`src/rtl/fft_frame_ctrl_if.sv`:
```
// Complex bin stream from the FFT core into the frame controller.
// master = FFT core (drives bins), slave = frame controller (drives ready).
interface fft_frame_ctrl_if;
  logic               fft_in_valid;
  logic               fft_in_ready;
  logic               fft_in_last;
  logic signed [15:0] fft_in_re;
  logic signed [15:0] fft_in_im;

  modport master (output fft_in_valid, fft_in_last, fft_in_re, fft_in_im,
                  input  fft_in_ready);
  modport slave  (input  fft_in_valid, fft_in_last, fft_in_re, fft_in_im,
                  output fft_in_ready);
endinterface

```
`src/rtl/fft_frame_ctrl.sv`:
```
// FFT frame sequencer: kicks one FFT frame per refresh interval, accepts the
// bin stream, converts bins to 8-bit |re|+|im| magnitudes and writes the first
// BUF_DEPTH bins into the spectrum buffer. Malformed frames raise frame_err.
module fft_frame_ctrl #(
  parameter int          FFT_LEN   = 2048,
  parameter int          BUF_DEPTH = 1024,
  parameter int          MAG_SHIFT = 6,
  parameter logic [19:0] GAP_CYC   = 20'd500000,
  localparam int         CNT_W     = $clog2(FFT_LEN),
  localparam int         ADDR_W    = $clog2(BUF_DEPTH)
) (
  input  logic              adc_clk,
  input  logic              rst_n,
  input  logic              enable,
  input  logic              freeze,
  output logic              fft_start,
  fft_frame_ctrl_if.slave   bin_if,
  output logic              fft_buf_wr,
  output logic [ADDR_W-1:0] fft_buf_addr,
  output logic [7:0]        fft_buf_data,
  output logic              frame_done,
  output logic              frame_err
);

  localparam int STAGES = 2;

  typedef enum logic [2:0] {IDLE, START, RECV, DRAIN, GAP} state_t;

  state_t             state, state_nxt;
  logic [CNT_W-1:0]   bin_cnt;
  logic               drain_cnt;
  logic [19:0]        gap_cnt;
  logic               err_flag;
  logic               start_nxt, ready_nxt, done_nxt, err_nxt;

  // handshake decode; ready is only ever high in RECV
  logic accept, is_end, fin, bad, in_buf;
  assign accept = bin_if.fft_in_valid & bin_if.fft_in_ready;
  assign is_end = (bin_cnt == CNT_W'(FFT_LEN - 1));
  assign fin    = accept & (bin_if.fft_in_last | is_end);
  assign bad    = accept & (bin_if.fft_in_last ^ is_end);
  assign in_buf = accept & (int'(bin_cnt) < BUF_DEPTH);

  // state register
  always_ff @(posedge adc_clk or negedge rst_n) begin
    if (!rst_n) state <= IDLE;
    else        state <= state_nxt;
  end

  // next state and next values of the registered control outputs
  always_comb begin
    state_nxt = state;
    start_nxt = 1'b0;
    ready_nxt = 1'b0;
    done_nxt  = 1'b0;
    err_nxt   = bad;
    unique case (state)
      IDLE:  if (enable && !freeze) state_nxt = START;
      START: begin
        state_nxt = RECV;
        start_nxt = 1'b1;
      end
      RECV:  if (fin) state_nxt = DRAIN;
      DRAIN: if (drain_cnt) begin
        state_nxt = GAP;
        done_nxt  = !err_flag;
      end
      GAP:   if (!enable || gap_cnt == GAP_CYC - 20'd1) state_nxt = IDLE;
      default: state_nxt = IDLE;
    endcase
    ready_nxt = (state_nxt == RECV);
  end

  // registered control outputs
  always_ff @(posedge adc_clk or negedge rst_n) begin
    if (!rst_n) begin
      fft_start           <= 1'b0;
      bin_if.fft_in_ready <= 1'b0;
      frame_done          <= 1'b0;
      frame_err           <= 1'b0;
    end else begin
      fft_start           <= start_nxt;
      bin_if.fft_in_ready <= ready_nxt;
      frame_done          <= done_nxt;
      frame_err           <= err_nxt;
    end
  end

  // bin, drain and gap counters plus the per-frame error latch
  always_ff @(posedge adc_clk or negedge rst_n) begin
    if (!rst_n) begin
      bin_cnt   <= '0;
      drain_cnt <= 1'b0;
      gap_cnt   <= '0;
      err_flag  <= 1'b0;
    end else begin
      if (state == START)  bin_cnt <= '0;
      else if (accept)     bin_cnt <= bin_cnt + 1'b1;
      drain_cnt <= (state == DRAIN) ? ~drain_cnt : 1'b0;
      gap_cnt   <= (state == GAP) ? gap_cnt + 20'd1 : 20'd0;
      if (state == START)  err_flag <= 1'b0;
      else if (bad)        err_flag <= 1'b1;
    end
  end

  // |x| in 17 bits so that -32768 maps to 32768 without wrapping
  logic [16:0] re_abs, im_abs, mag_s1, sc;
  logic [ADDR_W-1:0] idx_s1;
  logic [STAGES:1]   vld_pipe;
  assign re_abs = bin_if.fft_in_re[15] ? 17'd0 - {1'b1, bin_if.fft_in_re}
                                       : {1'b0, bin_if.fft_in_re};
  assign im_abs = bin_if.fft_in_im[15] ? 17'd0 - {1'b1, bin_if.fft_in_im}
                                       : {1'b0, bin_if.fft_in_im};
  assign sc     = mag_s1 >> MAG_SHIFT;

  // two-stage magnitude pipeline; only bins below BUF_DEPTH carry a valid
  always_ff @(posedge adc_clk or negedge rst_n) begin
    if (!rst_n) begin
      vld_pipe     <= '0;
      mag_s1       <= '0;
      idx_s1       <= '0;
      fft_buf_addr <= '0;
      fft_buf_data <= '0;
    end else begin
      vld_pipe <= {vld_pipe[STAGES-1:1], in_buf};
      if (in_buf) begin
        mag_s1 <= re_abs + im_abs;
        idx_s1 <= bin_cnt[ADDR_W-1:0];
      end
      if (vld_pipe[1]) begin
        fft_buf_addr <= idx_s1;
        fft_buf_data <= (sc > 17'd255) ? 8'hFF : sc[7:0];
      end
    end
  end

  assign fft_buf_wr = vld_pipe[STAGES];

endmodule
```
`src/flat_wrapper.sv`:
```
// flat-port wrapper written by rule: the top's interface ports become plain ports
module fft_frame_ctrl_flat 
#(
  parameter int          FFT_LEN   = 2048,
  parameter int          BUF_DEPTH = 1024,
  parameter int          MAG_SHIFT = 6,
  parameter logic [19:0] GAP_CYC   = 20'd500000,
  localparam int         CNT_W     = $clog2(FFT_LEN),
  localparam int         ADDR_W    = $clog2(BUF_DEPTH)
)
  (adc_clk, rst_n, enable, freeze, fft_start, fft_buf_wr, fft_buf_addr, fft_buf_data, frame_done, frame_err, bin_if_fft_in_valid, bin_if_fft_in_last, bin_if_fft_in_re, bin_if_fft_in_im, bin_if_fft_in_ready);
  fft_frame_ctrl_if bin_if_i ();
  input  logic adc_clk;
  input  logic rst_n;
  input  logic enable;
  input  logic freeze;
  output logic fft_start;
  output logic fft_buf_wr;
  output logic [ADDR_W-1:0] fft_buf_addr;
  output logic [7:0] fft_buf_data;
  output logic frame_done;
  output logic frame_err;
  input wire logic [$bits(bin_if_i.fft_in_valid)-1:0] bin_if_fft_in_valid;
  input wire logic [$bits(bin_if_i.fft_in_last)-1:0] bin_if_fft_in_last;
  input wire logic [$bits(bin_if_i.fft_in_re)-1:0] bin_if_fft_in_re;
  input wire logic [$bits(bin_if_i.fft_in_im)-1:0] bin_if_fft_in_im;
  output wire logic [$bits(bin_if_i.fft_in_ready)-1:0] bin_if_fft_in_ready;
  assign bin_if_i.fft_in_valid = bin_if_fft_in_valid;
  assign bin_if_i.fft_in_last = bin_if_fft_in_last;
  assign bin_if_i.fft_in_re = bin_if_fft_in_re;
  assign bin_if_i.fft_in_im = bin_if_fft_in_im;
  assign bin_if_fft_in_ready = bin_if_i.fft_in_ready;
  fft_frame_ctrl #(.FFT_LEN(FFT_LEN), .BUF_DEPTH(BUF_DEPTH), .MAG_SHIFT(MAG_SHIFT), .GAP_CYC(GAP_CYC)) u_core (.adc_clk(adc_clk), .rst_n(rst_n), .enable(enable), .freeze(freeze), .fft_start(fft_start), .bin_if(bin_if_i), .fft_buf_wr(fft_buf_wr), .fft_buf_addr(fft_buf_addr), .fft_buf_data(fft_buf_data), .frame_done(frame_done), .frame_err(frame_err));
endmodule
```
`config.mk`:
```
export PLATFORM = sky130hd
export DESIGN_NAME = fft_frame_ctrl_flat
export DESIGN_NICKNAME = d
export VERILOG_FILES = /design/src/rtl/fft_frame_ctrl_if.sv /design/src/rtl/fft_frame_ctrl.sv /design/src/flat_wrapper.sv
export SDC_FILE = /design/constraint.sdc
export NUM_CORES = 1
export LEC_CHECK = 0
export BUFFER_PORTS_ARGS = -buffer_cell sky130_fd_sc_hd__buf_2
export CORE_MARGIN = 1
export CORE_UTILIZATION = 40
export DETAILED_ROUTE_END_ITERATION = 8
export PLACE_DENSITY = 0.64
export REMOVE_ABC_BUFFERS = 1
export SYNTH_ARGS = -nofsm -noshare
export SYNTH_HDL_FRONTEND = slang
export SYNTH_SLANG_ARGS = --single-unit
```
`constraint.sdc`:
```
create_clock -name adc_clk -period 3.23 [get_ports adc_clk]
set_clock_uncertainty 0.1 [all_clocks]
set_input_delay 0 -clock adc_clk [delete_from_list [all_inputs] [get_ports adc_clk]]
set_output_delay 0 -clock adc_clk [all_outputs]
set_load 0.02 [all_outputs]
```
==> results of run 1 <==
[state kept, by name (all words and copies together), names as in the netlist]
signal / flops
u_core.frame_done: 1
u_core.drain_cnt: 1
u_core.fft_start: 1
u_core.gap_cnt: 20
u_core.bin_cnt: 11
u_core.err_flag: 1
u_core.vld_pipe: 2
u_core.mag_s1: 11
u_core.fft_buf_addr: 10
u_core.state: 3
u_core.bin_if.fft_in_ready: 1
u_core.fft_buf_data: 8
u_core.frame_err: 1
u_core.idx_s1: 10
[cell usage in the layout (no fill, tap or decap), types with 4 or more instances in the layout]
cell type,n
nand2b_1,7
o22a_1,8
nand3_1,14
clkbuf_16,9
a31o_2,5
inv_1,11
dfrtp_1,81
a21oi_1,19
buf_2,59
nor4_1,4
clkinvlp_4,4
or3_1,8
and3_1,6
o21ai_0,19
mux2_2,11
xor2_1,19
nand2_1,69
and2_1,5
o31ai_1,10
buf_4,8
nor3_1,15
nand4_1,12
nor2_1,50
ha_1,20
xnor2_1,36
[worst paths after layout]
path / to / slack (ps)
worst min-delay path: u_core.frame_err / 50
worst max register to register: u_core.err_flag / 1110
max in group asynchronous: u_core.gap_cnt[18] / 2110
worst min register to register: u_core.frame_done / 320
min in group asynchronous: u_core.fft_start / 280
worst max-delay path: u_core.mag_s1[15] / 440
[worst max-delay path: stages]
cell	delay (ps)
buf_2	110
or4_4	530
or3_4	370
o31ai_1	250
xnor2_1	100
ha_1	370
a21oi_1	210
o221ai_1	130
a31o_2	260
or3_1	340
a31o_2	240
[layer usage]
metal / up-vias / GRT usage (%) / wire length, um
li1: 1863 / - / -
met3: 11 / 2.67 / 293
met2: 75 / 30.1 / 4580
met5: - / 0 / 0
met4: 0 / 6.29 / 142
met1: 1751 / 22.4 / 4680
[cell usage after synthesis (all sizes together) (6+ instances only)]
library cell | instances | area [um2]
a21oi | 19 | 95.1
and3 | 6 | 37.5
clkbuf | 14 | 53.8
dfrtp | 81 | 2030
ha | 20 | 250
inv | 11 | 41.3
mux2 | 11 | 124
nand2 | 69 | 259
nand2b | 7 | 43.8
nand3 | 14 | 70.1
nand4 | 13 | 87.6
nor2 | 50 | 188
nor3 | 15 | 75.1
o21ai | 19 | 95.1
o22a | 8 | 70.1
o31ai | 10 | 75.1
or3 | 11 | 83.8
xnor2 | 36 | 315
xor2 | 19 | 166
[area by class of cell]
class,instances,share of cell area [%]
clock inverter,4,0.557
sequential,81,37.6
inverter,11,0.765
tap,140,3.25
timing repair buffer,70,7.14
clock buffer,11,4.50
multi-input combinational,380,46.2
[logic make-up after synthesis]
family | Yosys count | synth area share [%]
xor+xnor | 55 | 10.4
mux | 11 | 2.68
compound gates | 81 | 12.4
fa+ha+maj | 20 | 5.41
simple gates | 213 | 23.0
flops | 81 | 43.8
buf+inv | 27 | 2.25
[timing repair]
action | CTS | global route
hold buffers | 3 | 0
endpoints found under the setup margin | 0 | 0
endpoints found under the hold margin | 85 | 0
gates resized for setup | 0 | 0
[power by group through the flow]
stage / logic, uW / clock network [uW] / registers, uW
after floorplan: 559 / 0 / 1450
after global placement: 943 / 0 / 1370
after detailed placement: 960 / 0 / 1380
after CTS: 967 / 944 / 1370
after global routing: 1070 / 983 / 1400
final: 953 / 918 / 1370
[metrics by stage]
stage          utilization (%)  setup WS, ps
2_1_floorplan                -           293
3_3_place_gp              46.2           116
3_5_place_dp              46.2           109
4_1_cts                   48.9           460
5_1_grt                   48.9           301
6_report                  48.9           445
==> results_dict.tcl, run 1 <==
set metrics [dict create \
    run_status "finished, final reports clean" \
    synth_area_per_cell_um2 9.47 \
    die_area_mm2 0.0120 \
    p_sw_uw 1070 \
    placed_area_mm2 0.00509 \
    critical_path.max_fanout 6 \
    initial_core_util_pct 41.9 \
    p_total_uw 3240 \
    die-height_um 110 \
    p_leak_uw 0.00239 \
    hp-class "in -> reg" \
    cp-end-kind "register" \
    grt_pass1_vias 3650 \
    final_cell_area_mm2 0.00539 \
    ant_nets 0 \
    finalSetupTns_ps 0 \
    drt_first_pass_iters 4 \
    fmax_mhz 359 \
    num_rows 38 \
    clk_pin_slew_ps 60 \
    clock_latency_ps 330 \
    cts_buffers 9 \
    maxCapViolCount 0 \
    async_reset_ff_share_pct 100 \
    antenna_found_initial 0 \
    required_ps 3350 \
    netlist-cell-type-count 51 \
    route.detailed.drc 0 \
    nFillCells 1040 \
    peakVddDrop_uv 400 \
    startpoint_type "primary input" \
    clockRootBuffer "clkbuf_16" \
    clockBufferDepth 2 \
    grt_max_degree 82 \
    fin_crit_sh_pct 86.2 \
    wl_per_cell_um 13.9 \
    rr_startpoint "u_core.bin_cnt[4]" \
    routabilityCongestion 0.881 \
    routed_wl_um 9700 \
    ctsHtreeMaxLevel 3 \
    pin_count 61 \
    cts.sinks 81 \
    vias 3700 \
    drtIter0Drc 198 \
    p_int_uw 2170 \
    place_hpwl_um 7280 \
    power_frac_seq_pct 42.2 \
    placed_cells 679 \
    area_growth_pct 16.7 \
    hp-start "bin_if_fft_in_last" \
    switching_share_pct 33.0 \
    multi_input_area_mm2 0.00249 \
    p_per_area_mw_per_mm2 600 \
    drive_above_1_share_pct 19.7 \
    layout.nets 611 \
    worst_slew_pin_slew_ps 999 \
    syn_inst 488 \
    slew_violations 0 \
    slew_headroom_pct 33.4 \
    cts_setup_buffers 0 \
    grt-ovfl-total 0 \
    crit_start "bin_if_fft_in_im[6]" \
    io_buffers 60 \
    synth-seq-cells 81 \
    post_layout_nonfiller_instances 697 \
    synth-edff-count 0 \
    cts_tree "done" \
    core-area_mm2 0.0110 \
    rsz0062_at_grt "false" \
    crit_type "in -> reg" \
    seq_area_mm2 0.00203 \
    holdPathStages 4 \
    clockPowerShare_pct 28.4 \
    worst_ep_arrival_time_ps 2910 \
    hold_ws_ps 50.3 \
    grt_usage_pct 17.6 \
    setup_violations 0 \
    ys_warn_count 0 \
    synth_area_mm2 0.00462 \
    r2r_cells 7 \
    antennaDiodeCount 0 \
    combPwrFrac_pct 29.4 \
    die_width_um 110 \
    period_needed_ps 2790 \
    viasPerCell 5.31 \
    grt_pass1_wl_um 16500 \
    hold_violations 0 \
    seq_area_frac_synth_pct 43.8 \
    ys.flop_type "dfrtp_1" \
]
Note: power is estimated with default switching activity, not from simulation.
==> run 2, diff against run 1 <==
Settings changed: BUFFER_PORTS_ARGS -buffer_cell sky130_fd_sc_hd__buf_2 to not set, CORE_MARGIN 1 to not set, DONT_BUFFER_PORTS set to 1, PLACE_DENSITY 0.64 to 0.59.
==> run 2 against run 1 <==
Die area unchanged. Register-to-register slack got worse by 360 ps. Critical endpoint unchanged. Combinational power decreased by 21%. Cell area decreased by 4.7%. Sequential power increased by 7%. Worst hold slack got worse by 38 ps. Core utilization decreased by 2.3 points. Highest routed layer unchanged. Fmax increased by 0.16%. Critical path depth decreased by 1. Global-route usage decreased by 0.34 points.
==> results_dict.tcl, run 2 (same netlist as run 1, synthesis figures left out) <==
set metrics [dict create \
    grtUsageMet2_pct 28.1 \
    p_sw_uw 1020 \
    area_growth_pct 11.2 \
    mostFrequentLayoutCell "dfrtp_1" \
    rsz0062_at_grt "false" \
    grt_pass1_wl_um 16000 \
    place_hpwl_um 6790 \
    r2r_cells 6 \
    ctsHtreeMaxLevel 3 \
    drtIter0Drc 207 \
    ant_nets 0 \
    regToRegSetupSlack_ps 750 \
    cts_setup_buffers 0 \
    crit_start "bin_if_fft_in_im[6]" \
    pin_count 61 \
    hp-class "in -> reg" \
    cts_repair_resize_count 0 \
    viasPerCell 5.50 \
    multi_input_area_mm2 0.00249 \
    switching_share_pct 31.6 \
    drive_above_1_share_pct 9.66 \
    grt-ovfl-total 0 \
    grt.busiest_layer "met2" \
    slew_headroom_pct 38.4 \
    clockBufferDepth 2 \
    die_width_um 110 \
    crit_type "in -> reg" \
    grt_pass1_vias 3433 \
    r2r-end "u_core.frame_err" \
    drt_first_pass_iters 4 \
    initial_core_util_pct 41.9 \
    antenna_found_initial 0 \
    grt_max_degree 82 \
    vias 3506 \
    nFillCells 1040 \
    die-height_um 110 \
    startpoint_type "primary input" \
    clockPowerShare_pct 31.1 \
    critical_path.max_fanout 8 \
    reg_top3 "u_core.gap_cnt (20), u_core.bin_cnt (11), u_core.mag_s1 (11)" \
    core-area_mm2 0.0110 \
    clock_latency_ps 330 \
    setup_violations 0 \
    p_leak_uw 0.00218 \
    period_needed_ps 2780 \
    rr_startpoint "u_core.bin_cnt[4]" \
    fmax_mhz 360 \
    regMostFlops "u_core.gap_cnt" \
    final_cell_area_mm2 0.00514 \
    clockRootBuffer "clkbuf_16" \
    routed_wl_um 9490 \
    routabilityCongestion 0.850 \
    placed_area_mm2 0.00477 \
    cp-end-kind "register" \
    worst_slew_pin_slew_ps 920 \
    grt_util_met3_pct 4.74 \
    wl_per_cell_um 14.9 \
    finalSetupTns_ps 0 \
    met1_usage_pct 21.4 \
    worst_ep_arrival_time_ps 2900 \
    p_per_area_mw_per_mm2 627 \
    cp-endpoint "u_core.mag_s1[15]" \
    slew_violations 0 \
    cts_hold_buf 6 \
    peakVddDrop_uv 424 \
    route.detailed.drc 0 \
    layout.nets 551 \
    seq_area_mm2 0.00203 \
    grt_usage_pct 17.2 \
    io_buffers 0 \
    antennaDiodeCount 0 \
    cts_tree "done" \
    hold_violations 0 \
    maxCapViolCount 0 \
    placed_cells 616 \
    fin_crit_sh_pct 86.1 \
    layout_common_cells "dfrtp_1 (81), nand2_1 (69), nor2_1 (50)" \
    combPwrFrac_pct 23.3 \
    required_ps 3350 \
    die_area_mm2 0.0120 \
    num_rows 38 \
    power_frac_seq_pct 45.5 \
    p_int_uw 2200 \
    cts.sinks 81 \
    cts_buffers 9 \
    largest_reg_flops 20 \
    run_status "finished, final reports clean" \
    clk_pin_slew_ps 50 \
    post_layout_nonfiller_instances 637 \
]
==> run 2: worst min path at each step <==
stage                               startpoint                     end  slack [ps]  depth (start not counted)
after floorplan                          rst_n       u_core.bin_cnt[0]        -400                          0
after global placement                   rst_n  u_core.fft_buf_addr[7]        -390                          0
after detailed placement                 rst_n  u_core.fft_buf_addr[7]        -390                          0
after CTS                 bin_if_fft_in_im[14]       u_core.mag_s1[16]           1                          4
after global routing      bin_if_fft_in_im[14]       u_core.mag_s1[16]          30                          4
final                     bin_if_fft_in_im[14]       u_core.mag_s1[16]          10                          4
==> run 2: critical path, stage by stage <==
cell and delay, ps:
or4_4 520, or3_4 360, o31ai_1 260, xnor2_1 110, ha_1 410, a21oi_1 250
o221ai_1 140, a31o_2 260, or3_1 330, a31o_2 250
==> run 2: power by group through the flow <==
| stage | Sequential [uW] | Combinational (uW) | Clock [uW] |
|---|---|---|---|
| final | 1470 | 752 | 1000 |
| after global routing | 1500 | 853 | 1080 |
| after CTS | 1470 | 760 | 1030 |
| after detailed placement | 1490 | 724 | 0 |
| after global placement | 1480 | 710 | 0 |
| after floorplan | 1450 | 559 | 0 |
==> run 2: per-layer routing <==
metal  vias to the layer above  wire [um]
met5                         -          0
met4                         0        183
met3                        12        530
met2                        81       4420
met1                      1672       4350
li1                       1741          -
==> run 2: metrics by stage <==
stage | worst slack (ps) | power (uW) | utilization [%] | hold slack (ps)
global placement | 172 | 2190 | 43.2 | -393
finish | 449 | 3220 | 46.6 | 12.7
floorplan | 293 | 2010 | - | -396
detailed placement | 125 | 2210 | 43.2 | -392
CTS | 467 | 3260 | 46.6 | 1.42
global route | 275 | 3440 | 46.6 | 34.8
==> run 2: area by class of cell <==
| cell class | count | share of cell area [%] |
|---|---|---|
| well taps | 140 | 3.41 |
| flip-flops and latches | 81 | 39.4 |
| inverters | 11 | 0.803 |
| multi-input cells | 380 | 48.5 |
| clock inverters | 3 | 0.779 |
| clock buffers | 12 | 4.99 |
| repair buffers | 10 | 2.09 |
==> run 3, diff against run 2 <==
Settings changed: PLACE_DENSITY 0.59 to 0.52.
Clock period 3.23 ns to 2.6 ns, I/O delays scaled along.
==> run 3 against run 2 <==
Clock-buffer cell count did not move. Worst hold slack worse by 8.1 ps. Flip-flop and latch count unchanged. Combinational power is 45% higher. First-iteration DRC count fell by 14%.
==> results_dict.tcl, run 3 (same netlist as run 1, synthesis figures left out) <==
set metrics [dict create \
    run_status "finished, final reports clean" \
    r2r_cells 6 \
    layout_common_cells "dfrtp_1 (80), nand2_1 (69), nor2_1 (50)" \
    num_rows 38 \
    grt_max_degree 82 \
    die-height_um 110 \
    critical_path.max_fanout 6 \
    routed_wl_um 10100 \
    hold_ws_ps 4.58 \
    pin_count 61 \
    cp-end-kind "register" \
    grt_pass1_wl_um 16800 \
    clock_latency_ps 330 \
    crit_cells 10 \
    regMostFlops "u_core.gap_cnt" \
    io_buffers 0 \
    cts_tree "done" \
    reg_top3 "u_core.gap_cnt (20), u_core.bin_cnt (11), u_core.mag_s1 (11)" \
    cpMaxStageDelayCell "or4_4" \
    cp_slowest_stage_delay_ps 530 \
    area_growth_pct 20.4 \
    wl_met1_um 4600 \
    p_per_area_mw_per_mm2 772 \
    drtIter0Drc 177 \
    fin_crit_sh_pct 98.8 \
    place_hpwl_um 7460 \
    met2_length_um 4850 \
    wl_per_cell_um 14.9 \
    slew_violations 0 \
    clockBufferDepth 2 \
    die_width_um 110 \
    placed_area_mm2 0.00506 \
    wl_met3_um 449 \
    placed_cells 655 \
    clockRootBuffer "clkbuf_16" \
    crit_family "simple AND/OR/NAND/NOR gates" \
    finalSetupTns_ps 0 \
    die_area_mm2 0.0120 \
    crit_type "in -> reg" \
    grt-ovfl-total 0 \
    hp-class "in -> reg" \
    worst_ep_arrival_time_ps 2690 \
    slew_headroom_pct 56.8 \
    largest_reg_flops 20 \
    p_leak_uw 0.00241 \
    rsz0062_at_grt "true" \
    ctsHtreeMaxLevel 3 \
    final_cell_area_mm2 0.00557 \
    antenna_found_initial 0 \
    ant_nets 0 \
    drt_first_pass_iters 4 \
    hold_violations 0 \
    worstPathCellList "or4_4 > or3_4 > o31ai_4 > xnor2_1 > ha_2 > a21oi_2 > o221ai_2 > a31o_2 > or3_1 > a31o_2" \
    fmax_mhz 389 \
    route.detailed.drc 0 \
    dp_slack_ps -401 \
    holdPathStages 4 \
    mostFrequentLayoutCell "dfrtp_1" \
    worstPathBufferInverterCount 0 \
    routed.top_layer "met4" \
    worst_slew_pin_slew_ps 648 \
    initial_core_util_pct 41.9 \
    startpoint_type "primary input" \
    vias 3655 \
    required_ps 2720 \
    cts.sinks 81 \
    setup_violations 0 \
    maxCapViolCount 0 \
    layout.nets 591 \
    cts_buffers 9 \
    post_layout_nonfiller_instances 678 \
    antennaDiodeCount 0 \
    viasPerCell 5.39 \
    peakVddDrop_uv 422 \
    period_needed_ps 2570 \
    core-area_mm2 0.0110 \
    clk_pin_slew_ps 50 \
    routabilityCongestion 0.825 \
    grt_usage_pct 18.0 \
    grt_pass1_vias 3635 \
    cp_common_cell "a31o_2" \
    layout_setup_ws_ps 32.4 \
    drive_above_1_share_pct 19.5 \
]
## run 3: power by group
part / switching [uW] / leakage, uW / internal [uW]
clock: 494 / 0.000163 / 895
combinational: 542 / 0.00119 / 548
sequential: 294 / 0.00105 / 1520
## run 3: tightest hold or removal path: stages
cell,delay [ps]
nor4bb_1,40
ha_1,170
nor2_1,110
a21oi_1,70
## run 3: cell type report
cell class / instances / area, um2
Sequential cell: 81 / 2030
Inverter: 11 / 41.3
Fill cell: 1035 / 5460
Timing Repair Buffer: 50 / 405
Multi-Input combinational cell: 380 / 2590
Clock inverter: 4 / 73.8
Clock buffer: 12 / 256
Tap cell: 140 / 175
## run 3: path summary, 6_finish.rpt
kind                                       from  slack (ps)                end
setup / recovery            bin_if_fft_in_im[6]          30  u_core.mag_s1[15]
hold / removal             bin_if_fft_in_re[14]           5  u_core.mag_s1[16]
setup reg to reg              u_core.bin_cnt[6]         180   u_core.frame_err
hold reg to reg                 u_core.err_flag         330  u_core.frame_done
max in group asynchronous                 rst_n        1950  u_core.bin_cnt[4]
min in group asynchronous                 rst_n         120  u_core.bin_cnt[9]
## run 3: per-layer routing
layer / GRT usage (%) / up-vias
met3: 4.39 / 12
met1: 22.1 / 1763
met2: 30.1 / 63
met4: 7.14 / 0
li1: - / 1817
met5: 0 / -
## run 3: stage by stage
stage          util, %  power [uW]
2_1_floorplan        -        2500
3_3_place_gp      45.9        2840
3_5_place_dp      45.9        2860
4_1_cts           49.6        4300
5_1_grt           50.5        4560
6_report          50.5        4300
## run 3: what timing repair did
| item | in CTS | in global routing |
|---|---|---|
| pin swaps | 0 | 11 |
| hold buffers | 5 | 0 |
| setup buffers | 0 | 2 |
| gates resized for setup | 3 | 20 |
| setup endpoints to repair | 2 | 5 |
| hold endpoints to repair | 85 | 0 |
